<file path="src/rtl/infs_pkg.sv">
// Shared types and constants for the infs address router.
//   state_e    : router FSM states
//   ERR_DATA   : fill bit replicated across read data on error completions
//   ERR_CNT_W  : width of the saturating error counter
//   CNT_W      : width of the ack timeout counter (covers TIMEOUT up to 65535)
//   sat_inc    : saturating increment for the error counter
package infs_pkg;

    typedef enum logic [1:0] {
        StIdle    = 2'd0,
        StWaitAck = 2'd1,
        StDone    = 2'd2,
        StDrain   = 2'd3
    } state_e;

    localparam logic        ERR_DATA  = 1'b1;
    localparam int unsigned ERR_CNT_W = 8;
    localparam int unsigned CNT_W     = 16;

    function automatic logic [ERR_CNT_W-1:0] sat_inc(input logic [ERR_CNT_W-1:0] val);
        return (val == '1) ? val : val + ERR_CNT_W'(1);
    endfunction

endpackage

</file>
<file path="src/rtl/infs_addr_decode.sv">
// Combinational window decoder for the infs address router.
//   addr_i   : address to decode
//   base_i   : packed window bases, channel k at [k*ADDR_W +: ADDR_W]
//   mask_i   : packed compare masks, 1 = bit compared
//   onehot_o : selected channel, at most one bit set (lowest matching window)
//   hit_o    : some window matched
//   offset_o : addr_i & ~mask of the selected window, zero on a miss
module infs_addr_decode #(
    parameter int unsigned ADDR_W = 40,
    parameter int unsigned N_CH   = 2
) (
    input  logic [ADDR_W-1:0]      addr_i,
    input  logic [N_CH*ADDR_W-1:0] base_i,
    input  logic [N_CH*ADDR_W-1:0] mask_i,
    output logic [N_CH-1:0]        onehot_o,
    output logic                   hit_o,
    output logic [ADDR_W-1:0]      offset_o
);

    always_comb begin
        onehot_o = '0;
        hit_o    = 1'b0;
        offset_o = '0;
        // Scan downward so the lowest matching window overwrites any higher one.
        for (int k = N_CH - 1; k >= 0; k--) begin
            if (((addr_i ^ base_i[k*ADDR_W +: ADDR_W]) & mask_i[k*ADDR_W +: ADDR_W]) == '0) begin
                onehot_o    = '0;
                onehot_o[k] = 1'b1;
                hit_o       = 1'b1;
                offset_o    = addr_i & ~mask_i[k*ADDR_W +: ADDR_W];
            end
        end
    end

endmodule

</file>
<file path="src/rtl/infs_addr_router.sv">
// Registered address router: one four-phase target port fanned out to N_CH
// initiator channels selected by programmable base/mask windows.
//   CLK, RST        : clock, synchronous active-high reset
//   T_S_EX_REQ      : target request (level, four-phase)
//   T_S_ADDR/CMD/D_WR : target address, command, write data
//   T_S_EX_ACK      : target ack; T_S_D_RD and T_S_ERR are valid while it is high
//   I_S_EX_REQ      : per-channel request, at most one bit set
//   I_S_ADDR        : latched window offset of the selected channel
//   I_S_CMD/D_WR    : latched command and write data, broadcast to all channels
//   I_S_EX_ACK      : per-channel ack
//   I_S_D_RD        : per-channel read data, channel k at [k*DATA_W +: DATA_W]
//   ERR_CNT         : saturating count of error completions (miss or timeout)
module infs_addr_router
    import infs_pkg::*;
#(
    parameter int unsigned            ADDR_W  = 40,
    parameter int unsigned            DATA_W  = 8,
    parameter int unsigned            CMD_W   = 3,
    parameter int unsigned            N_CH    = 2,
    parameter logic [N_CH*ADDR_W-1:0] CH_BASE = '0,
    parameter logic [N_CH*ADDR_W-1:0] CH_MASK = '1,
    parameter int unsigned            TIMEOUT = 255
) (
    input  logic                   CLK,
    input  logic                   RST,
    input  logic                   T_S_EX_REQ,
    input  logic [ADDR_W-1:0]      T_S_ADDR,
    input  logic [CMD_W-1:0]       T_S_CMD,
    input  logic [DATA_W-1:0]      T_S_D_WR,
    output logic                   T_S_EX_ACK,
    output logic [DATA_W-1:0]      T_S_D_RD,
    output logic                   T_S_ERR,
    output logic [N_CH-1:0]        I_S_EX_REQ,
    output logic [ADDR_W-1:0]      I_S_ADDR,
    output logic [CMD_W-1:0]       I_S_CMD,
    output logic [DATA_W-1:0]      I_S_D_WR,
    input  logic [N_CH-1:0]        I_S_EX_ACK,
    input  logic [N_CH*DATA_W-1:0] I_S_D_RD,
    output logic [ERR_CNT_W-1:0]   ERR_CNT
);

    localparam logic [CNT_W-1:0]  TimeoutLast = CNT_W'(TIMEOUT - 1);
    localparam logic [DATA_W-1:0] ErrFill     = {DATA_W{ERR_DATA}};

    state_e                 state_q, state_d;
    logic [CNT_W-1:0]       cnt_q, cnt_d;
    logic [N_CH-1:0]        sel_q, sel_d;
    logic [N_CH-1:0]        ireq_q, ireq_d;
    logic [ADDR_W-1:0]      iaddr_q, iaddr_d;
    logic [CMD_W-1:0]       icmd_q, icmd_d;
    logic [DATA_W-1:0]      iwr_q, iwr_d;
    logic                   tack_q, tack_d;
    logic [DATA_W-1:0]      trd_q, trd_d;
    logic                   terr_q, terr_d;
    logic [ERR_CNT_W-1:0]   err_cnt_q, err_cnt_d;

    logic [N_CH-1:0]        dec_onehot;
    logic                   dec_hit;
    logic [ADDR_W-1:0]      dec_offset;
    logic [DATA_W-1:0]      sel_rd;
    logic                   sel_ack;
    logic                   err_entry;

    infs_addr_decode #(
        .ADDR_W (ADDR_W),
        .N_CH   (N_CH)
    ) u_decode (
        .addr_i   (T_S_ADDR),
        .base_i   (CH_BASE),
        .mask_i   (CH_MASK),
        .onehot_o (dec_onehot),
        .hit_o    (dec_hit),
        .offset_o (dec_offset)
    );

    // Only the latched channel's ack and read data are ever looked at.
    assign sel_ack = |(I_S_EX_ACK & sel_q);

    always_comb begin
        sel_rd = '0;
        for (int k = 0; k < N_CH; k++) begin
            if (sel_q[k]) begin
                sel_rd = sel_rd | I_S_D_RD[k*DATA_W +: DATA_W];
            end
        end
    end

    always_comb begin
        state_d   = state_q;
        cnt_d     = cnt_q;
        sel_d     = sel_q;
        ireq_d    = ireq_q;
        iaddr_d   = iaddr_q;
        icmd_d    = icmd_q;
        iwr_d     = iwr_q;
        tack_d    = tack_q;
        trd_d     = trd_q;
        terr_d    = terr_q;
        err_cnt_d = err_cnt_q;
        err_entry = 1'b0;

        unique case (state_q)
            StIdle: begin
                if (T_S_EX_REQ) begin
                    iaddr_d = dec_offset;
                    icmd_d  = T_S_CMD;
                    iwr_d   = T_S_D_WR;
                    cnt_d   = '0;
                    if (dec_hit) begin
                        sel_d   = dec_onehot;
                        ireq_d  = dec_onehot;
                        state_d = StWaitAck;
                    end else begin
                        // Unmapped: complete straight away with an error.
                        sel_d     = '0;
                        tack_d    = 1'b1;
                        terr_d    = 1'b1;
                        trd_d     = ErrFill;
                        err_entry = 1'b1;
                        state_d   = StDone;
                    end
                end
            end

            StWaitAck: begin
                // Ack is checked first so it wins a tie with the timeout.
                if (sel_ack) begin
                    ireq_d  = '0;
                    tack_d  = 1'b1;
                    terr_d  = 1'b0;
                    trd_d   = sel_rd;
                    state_d = StDone;
                end else if (cnt_q == TimeoutLast) begin
                    ireq_d    = '0;
                    tack_d    = 1'b1;
                    terr_d    = 1'b1;
                    trd_d     = ErrFill;
                    err_entry = 1'b1;
                    state_d   = StDone;
                end else begin
                    cnt_d = cnt_q + CNT_W'(1);
                end
            end

            StDone: begin
                if (!T_S_EX_REQ) begin
                    tack_d = 1'b0;
                    // Errored transactions never raised or lost their initiator
                    // handshake, so there is nothing to drain.
                    state_d = terr_q ? StIdle : StDrain;
                end
            end

            StDrain: begin
                if (!sel_ack) begin
                    state_d = StIdle;
                end
            end

            default: begin
                state_d = StIdle;
            end
        endcase

        if (err_entry) begin
            err_cnt_d = sat_inc(err_cnt_q);
        end
    end

    always_ff @(posedge CLK) begin
        if (RST) begin
            state_q   <= StIdle;
            cnt_q     <= '0;
            sel_q     <= '0;
            ireq_q    <= '0;
            iaddr_q   <= '0;
            icmd_q    <= '0;
            iwr_q     <= '0;
            tack_q    <= 1'b0;
            trd_q     <= '0;
            terr_q    <= 1'b0;
            err_cnt_q <= '0;
        end else begin
            state_q   <= state_d;
            cnt_q     <= cnt_d;
            sel_q     <= sel_d;
            ireq_q    <= ireq_d;
            iaddr_q   <= iaddr_d;
            icmd_q    <= icmd_d;
            iwr_q     <= iwr_d;
            tack_q    <= tack_d;
            trd_q     <= trd_d;
            terr_q    <= terr_d;
            err_cnt_q <= err_cnt_d;
        end
    end

    assign T_S_EX_ACK = tack_q;
    assign T_S_D_RD   = trd_q;
    assign T_S_ERR    = terr_q;
    assign I_S_EX_REQ = ireq_q;
    assign I_S_ADDR   = iaddr_q;
    assign I_S_CMD    = icmd_q;
    assign I_S_D_WR   = iwr_q;
    assign ERR_CNT    = err_cnt_q;

endmodule

</file>
<file path="config.mk">
export PLATFORM = sky130hd
export DESIGN_NAME = infs_addr_router
export DESIGN_NICKNAME = d
export VERILOG_FILES = /design/src/rtl/infs_pkg.sv /design/src/rtl/infs_addr_decode.sv /design/src/rtl/infs_addr_router.sv
export SDC_FILE = /design/constraint.sdc
export NUM_CORES = 1
export LEC_CHECK = 0
export CAP_MARGIN = 30
export CORE_MARGIN = 4
export CORE_UTILIZATION = 35
export CTS_CLUSTER_SIZE = 16
export DETAILED_ROUTE_END_ITERATION = 6
export GPL_ROUTABILITY_DRIVEN = 1
export PLACE_DENSITY = 0.74
export SLEW_MARGIN = 20
export SYNTH_ARGS = -nofsm -noshare
export SYNTH_HDL_FRONTEND = slang
export SYNTH_SLANG_ARGS = --single-unit
</file>
<file path="constraint.sdc">
create_clock -name CLK -period 2 [get_ports CLK]
set_clock_uncertainty 0.15 [all_clocks]
set_input_delay 0.5 -clock CLK [delete_from_list [all_inputs] [get_ports CLK]]
set_output_delay 0.5 -clock CLK [all_outputs]
set_load 0.01 [all_outputs]
</file>
Word level (Yosys, flattened, before mapping)

Index checks and enable logic that the tools add are counted.

Bitwise operators: 3
Add/sub/neg operators: 2
Reduce and logical (&&, ||, !) cells: 12
Equality and inequality tests: 13
Mux-type cells: 40

Operator list:

| operator                | count |
|---|---|
| $mux W16                | 3 |
| $mux W8                 | 6 |
| $logic_not A40 Y1       | 1 |
| $pmux W16 S2            | 1 |
| $mux W2                 | 12 |
| $add A16 B1 Y16 const B | 1 |
| $eq A16 B8 Y1 const B   | 1 |
| $pmux W8 S2             | 1 |
| $reduce_and A4 Y1       | 4 |
| $ne A2 B2 Y1 const B    | 7 |
| $mux W1                 | 12 |
| $add A8 B1 Y8 const B   | 1 |
| $eq A8 B8 Y1 const B    | 1 |
| $or A8 B8 Y8            | 1 |
| $pmux W2 S4             | 1 |
| $reduce_and A5 Y1       | 1 |
| $eq A2 B2 Y1 const B    | 2 |
| $pmux W1 S2             | 2 |
| $pmux W2 S2             | 1 |
| $reduce_and A2 Y1       | 2 |
| $ne A3 B3 Y1 const B    | 1 |
| $pmux W1 S3             | 1 |
| $reduce_bool A3 Y1      | 1 |
| $and A2 B2 Y2           | 1 |
| 5 further kinds         | 5 |

Output and inout port bits: 71
Input bits: 72
Flip-flop bits (word level): 51
Logic and storage cells: 80

Logic depth before layout (Yosys ltp)

Depth after elaboration: 6
Depth in mapped cells: 10
Mapped depth without buffers: 8

By module

A second synthesis with hierarchy kept.

Cells, all modules: 796
Area total of the unflattened synthesis: 6082.1 um^2

Modules (own cells, without submodules):

| module           | times used | area an instance (um^2) | cells each | sequential area each (um^2) |
|---|---|---|---|---|
| infs_addr_router | 1          | 3794.9                  | 470        | 1821.7 |
| infs_addr_decode | 1          | 2287.2                  | 326        | 0.0 |

Worst setup path before layout

No wires, ideal clock.

Kind: input port to flip-flop
Start point: input T_S_ADDR[21]
End point: register err_cnt_q[5], in the netlist ERR_CNT[5]
Arrival: 1.937 ns
Stages: 6
Required time: 1.727 ns
Slack: -0.210 ns
Buffers on the path: 0
Setup time: 0.123 ns
Cells stage by stage: nor4_1 nand4_2 o31ai_4 a21oi_2 nand4_1 mux2_1

Cells in the longest elaborated chain, start to end: 6

Ends and longest elaborated chain:

| element                     | line                    | source |
|---|---|---|
| from (decl)                 | infs_addr_router.sv:27  | `input logic [ADDR_W-1:0] T_S_ADDR,` |
| $logic_not A40 Y1           | infs_addr_decode.sv:26  | `if (((addr_i ^ base_i[k*ADDR_W +: ADDR_W]) & mask_i[k*ADDR_W +: ADDR_W]) == '0) begin` |
| $mux W1                     | infs_addr_decode.sv:26  |  |
| $mux W1                     | infs_addr_router.sv:109 | `if (dec_hit) begin` |
| $mux W1                     | infs_addr_router.sv:104 | `if (T_S_EX_REQ) begin` |
| $pmux W1 S2                 | infs_addr_router.sv:102 | `unique case (state_q)` |
| $reduce_and A2 Y1 (no line) | n/a                     |  |
| to (signal assigned)        | infs_addr_router.sv:194 | `err_cnt_q <= err_cnt_d;` |
| to (decl)                   | infs_addr_router.sv:55  | `logic [ERR_CNT_W-1:0] err_cnt_q, err_cnt_d;` |

Every way passes these cells.
A chain may end at the register's enable or synchronous reset.

Worst setup path in the final report

Start point: register cnt_q[0]
End point: register cnt_q[13]

Cells in the longest elaborated chain, start to end: 4
Elaborated cells on any way between the ends: 7
Classes of those cells: add/sub (1); eq/ne (2); mux (3); reduce/logical (1)

Ends and longest elaborated chain:

| element                | line                    | source |
|---|---|---|
| from (decl)            | infs_addr_router.sv:46  | `logic [CNT_W-1:0] cnt_q, cnt_d;` |
| from (signal assigned) | infs_addr_router.sv:185 | `cnt_q <= cnt_d;` |
| $add A16 B1 Y16        | infs_addr_router.sv:141 | `cnt_d = cnt_q + CNT_W'(1);` |
| $mux W16               | infs_addr_router.sv:133 | `end else if (cnt_q == TimeoutLast) begin` |
| $mux W16               | infs_addr_router.sv:127 | `if (sel_ack) begin` |
| $pmux W16 S2           | infs_addr_router.sv:102 |  |

Parallel ways exist; a longest one is shown, timed or not. The select of a mux whose other input is x is not followed.

==> impl_metrics.toml <==
[run_status]
status = "finished, violations left"
violations = "negative setup slack"

[synth]
netlist_area_sq_um = 2853
synth_top_area_cell = "dfxtp_1"
seq_area_frac_synth_pct = 34.39
synthTopCellsByArea = "dfxtp_1 34%, buf_4 11%, nor2_1 5.7%"
yosysTopAreaCellShare_pct = 34.39
synth.distinct_cells = 56
yosysWarningCount = 0
ys_async_sr_fraction_pct = 0
avgSynthCellArea_sq_um = 8.645
synth-edff-count = 0
synth-seq-cells = 49
syn_inst = 330
yosys_most_used_dff = "dfxtp_1"

[setup_path]
worst-setup-path-type = "reg2reg"
start_kind = "flip-flop"
cp_top_family = "simple AND/OR/NAND/NOR gates"
crit_required_ps = 2040
end_kind = "flip-flop"
worstPathMaxFanout = 7
slowest_stage = "a211o_4"
slowest_delay_ps = 400
cp.arrival_ps = 2120
path_cells = "inv_2, ha_4, and4b_4, and4b_2, a211o_4, buf_6, nor3_4, xnor2_1, nor2_1"
cp_num_buf_inv = 2

[die]
dieArea_sq_um = 9659
fp-row-count = 32
die_y_microns = 98.28
initial_utilization_pct = 36.54
die_w_microns = 98.28
coreArea_sq_um = 7807
io-pin-count = 143

[finish]
nets = 542
layout.cells.non_filler = 566
antenna_cells = 0
fillers = 716
area_growth_pct = 53.25
fin_util_pct = 55.99
drive_gt1_share_pct = 32.54

[drt]
viasPerCell = 4.707
wl_per_cell_microns = 13.63
drc_errors = 0
vias = 2664
wl_microns = 7712
drt_first_pass_iters = 4
postRouteAntennaNets = 0
dr.first_iter.drc_count = 106

[cts]
cts_root_buf = "clkbuf_8"
cts-htree-levels = 2
cts_hold_buf = 0
clk_pin_slew_ps = 90
clk_path_buf_depth = 2
insertion_delay_ps = 300
tritoncts = "built"
cts_made_buffers = 5
clock-sinks = 49

[grt]
grt_max_degree = 28
grt.total_usage_pct = 14.63
grt_overflow = 0
grt_pass1_wl_microns = 11940
grt_antenna_before_repair = 0
grt_pass1_vias = 2580

[flow_run]
drv_cap = 0

[timing]
finalHoldViolCount = 0
slew_viol_final = 0
period_minus_slack_ps = 2076
final.period_utilization_pct = 103.8
fin_ws_ps = -76.42
fin_hold_ws_ps = 307.3
finalSetupViolCount = 6
rsz0062_at_grt = "yes"
fmax_mhz = 481.6

[placed_design]
port_buffers = 92
hpwlAfterDp_microns = 5790
dp_cells = 548
post-place-ws_ps = -726.0
routabilityCongestion = 0.8689

[power_and_ir_drop]
p_int_mw = 2.385
swShare_pct = 37.49
power.share.clock_pct = 15.9
p_comb_share_pct = 50.9
power_frac_seq_pct = 33.2
p_sw_mw = 1.431
power.density_nw_per_um2 = 872.8
leakagePower_nw = 1.714
vdd_drop_max_uv = 472.8

[hold_path]
hp-class = "reg2reg"
[Yosys cell counts, types with 2 or more instances]
cell       n
dfxtp_1   49
nor2_1    43
buf_4     41
nand2_1   35
a21oi_1   21
xnor2_1   12
a211oi_2  10
inv_1     10
nor4_1    10
nand3_1    9
ha_1       7
or3_1      7
o21ai_0    6
clkbuf_1   5
a211oi_1   4
nand4_1    4
mux2i_1    3
nor3_1     3
nor3_2     3
nor4_2     3
a21o_1     2
a21oi_2    2
and2_1     2
buf_2      2
buf_6      2
nand4_4    2
nor2b_1    2
o21ai_2    2
xor2_1     2
[power groups by stage]
stage	Combinational, mW	Sequential (mW)	Clock [mW]
after floorplan	0.991	1.35	0
after global placement	1.73	1.28	0
after detailed placement	1.78	1.28	0
after CTS	1.87	1.26	0.625
after global routing	2.09	1.29	0.682
final	1.94	1.27	0.605
[worst paths after layout]
path,startpoint,endpoint,slack [ps],cells after the start
hold / removal,I_S_CMD[0],I_S_CMD[0],310,2
setup / recovery,cnt_q[0],cnt_q[13],-80,9
hold reg to reg,I_S_CMD[0],I_S_CMD[0],310,2
setup reg to reg,cnt_q[0],cnt_q[13],-80,9
[repair_timing]
action / in CTS / in global routing
setup endpoints to repair: 28 / 32
gates resized for setup: 142 / 30
endpoints found under the hold margin: 0 / 0
pin swaps: 28 / 18
cloned: 2 / 1
setup buffers: 4 / 3
[through the flow]
stage	TNS (ps)	instance area [sq um]	power (mW)
final	-256.7	4372	3.816
after global routing	-1415	4372	4.066
after CTS	-181.0	4244	3.759
after detailed placement	-17990	4083	3.056
after global placement	-15780	4083	3.007
after floorplan	-513.9	3122	2.337
[cell families (layout without fill, tap and decap cells)]
logic type                 after synthesis  count (layout)  synth area share, %
and+or+nand+nor                        137             139                26.54
buffers and inverters                   62             153                14.52
AOI/OAI and AO/OA                       55              56                15.22
DFF                                     49              49                34.39
xor gates and xnor gates                14              14                4.298
adders and majority gates                7               7                3.070
muxes                                    5               5                1.842
other                                    1              41               0.1315
[layer usage]
layer  vias up  global-route usage [%]  routed length, microns
met5         -                       0                       0
met4         0                   2.836                      66
met3         9                   3.929                     434
met2        73                   26.73                    4043
met1      1260                   17.15                    3168
li1       1322                       -                       -
[state kept, by name, summed over array words and instances, names as in the netlist, 2 cells and up]
signal / flops
cnt_q: 16
ERR_CNT: 8
I_S_D_WR: 8
T_S_D_RD: 8
I_S_CMD: 3
state_q: 2
[placed cells by master (no fill, tap or decap), drive strengths merged, types with 8 or more instances in the layout]
cell type	count
xnor2	12
nand3	9
clkbuf	10
buf	63
nor4	14
inv	10
o21ai	8
dfxtp	49
nor2	47
clkdlybuf4s15	9
conb	41
a211oi	14
nand2	35
a21oi	23
dlygate4sd2	8
clkdlybuf4s50	50
[area by class of cell]
cell class	instances	area, sq um	area share [%]
flip-flops and latches	49	989.7	22.64
clock buffers	6	82.58	1.889
well taps	102	127.6	2.919
multi-input cells	262	1916	43.82
inverters	10	37.54	0.8586
repair buffers	135	1205	27.56
clock inverters	2	13.76	0.3148
[worst min-delay path, delay by kind of cell, from the launching register on]
kind / cells / cell delay, ps
AND/OR/NAND/NOR: 1 / 50
flip-flops: 1 / 320
AO/OA/AOI/OAI: 1 / 50
Note: power is estimated with default switching activity, not from simulation.
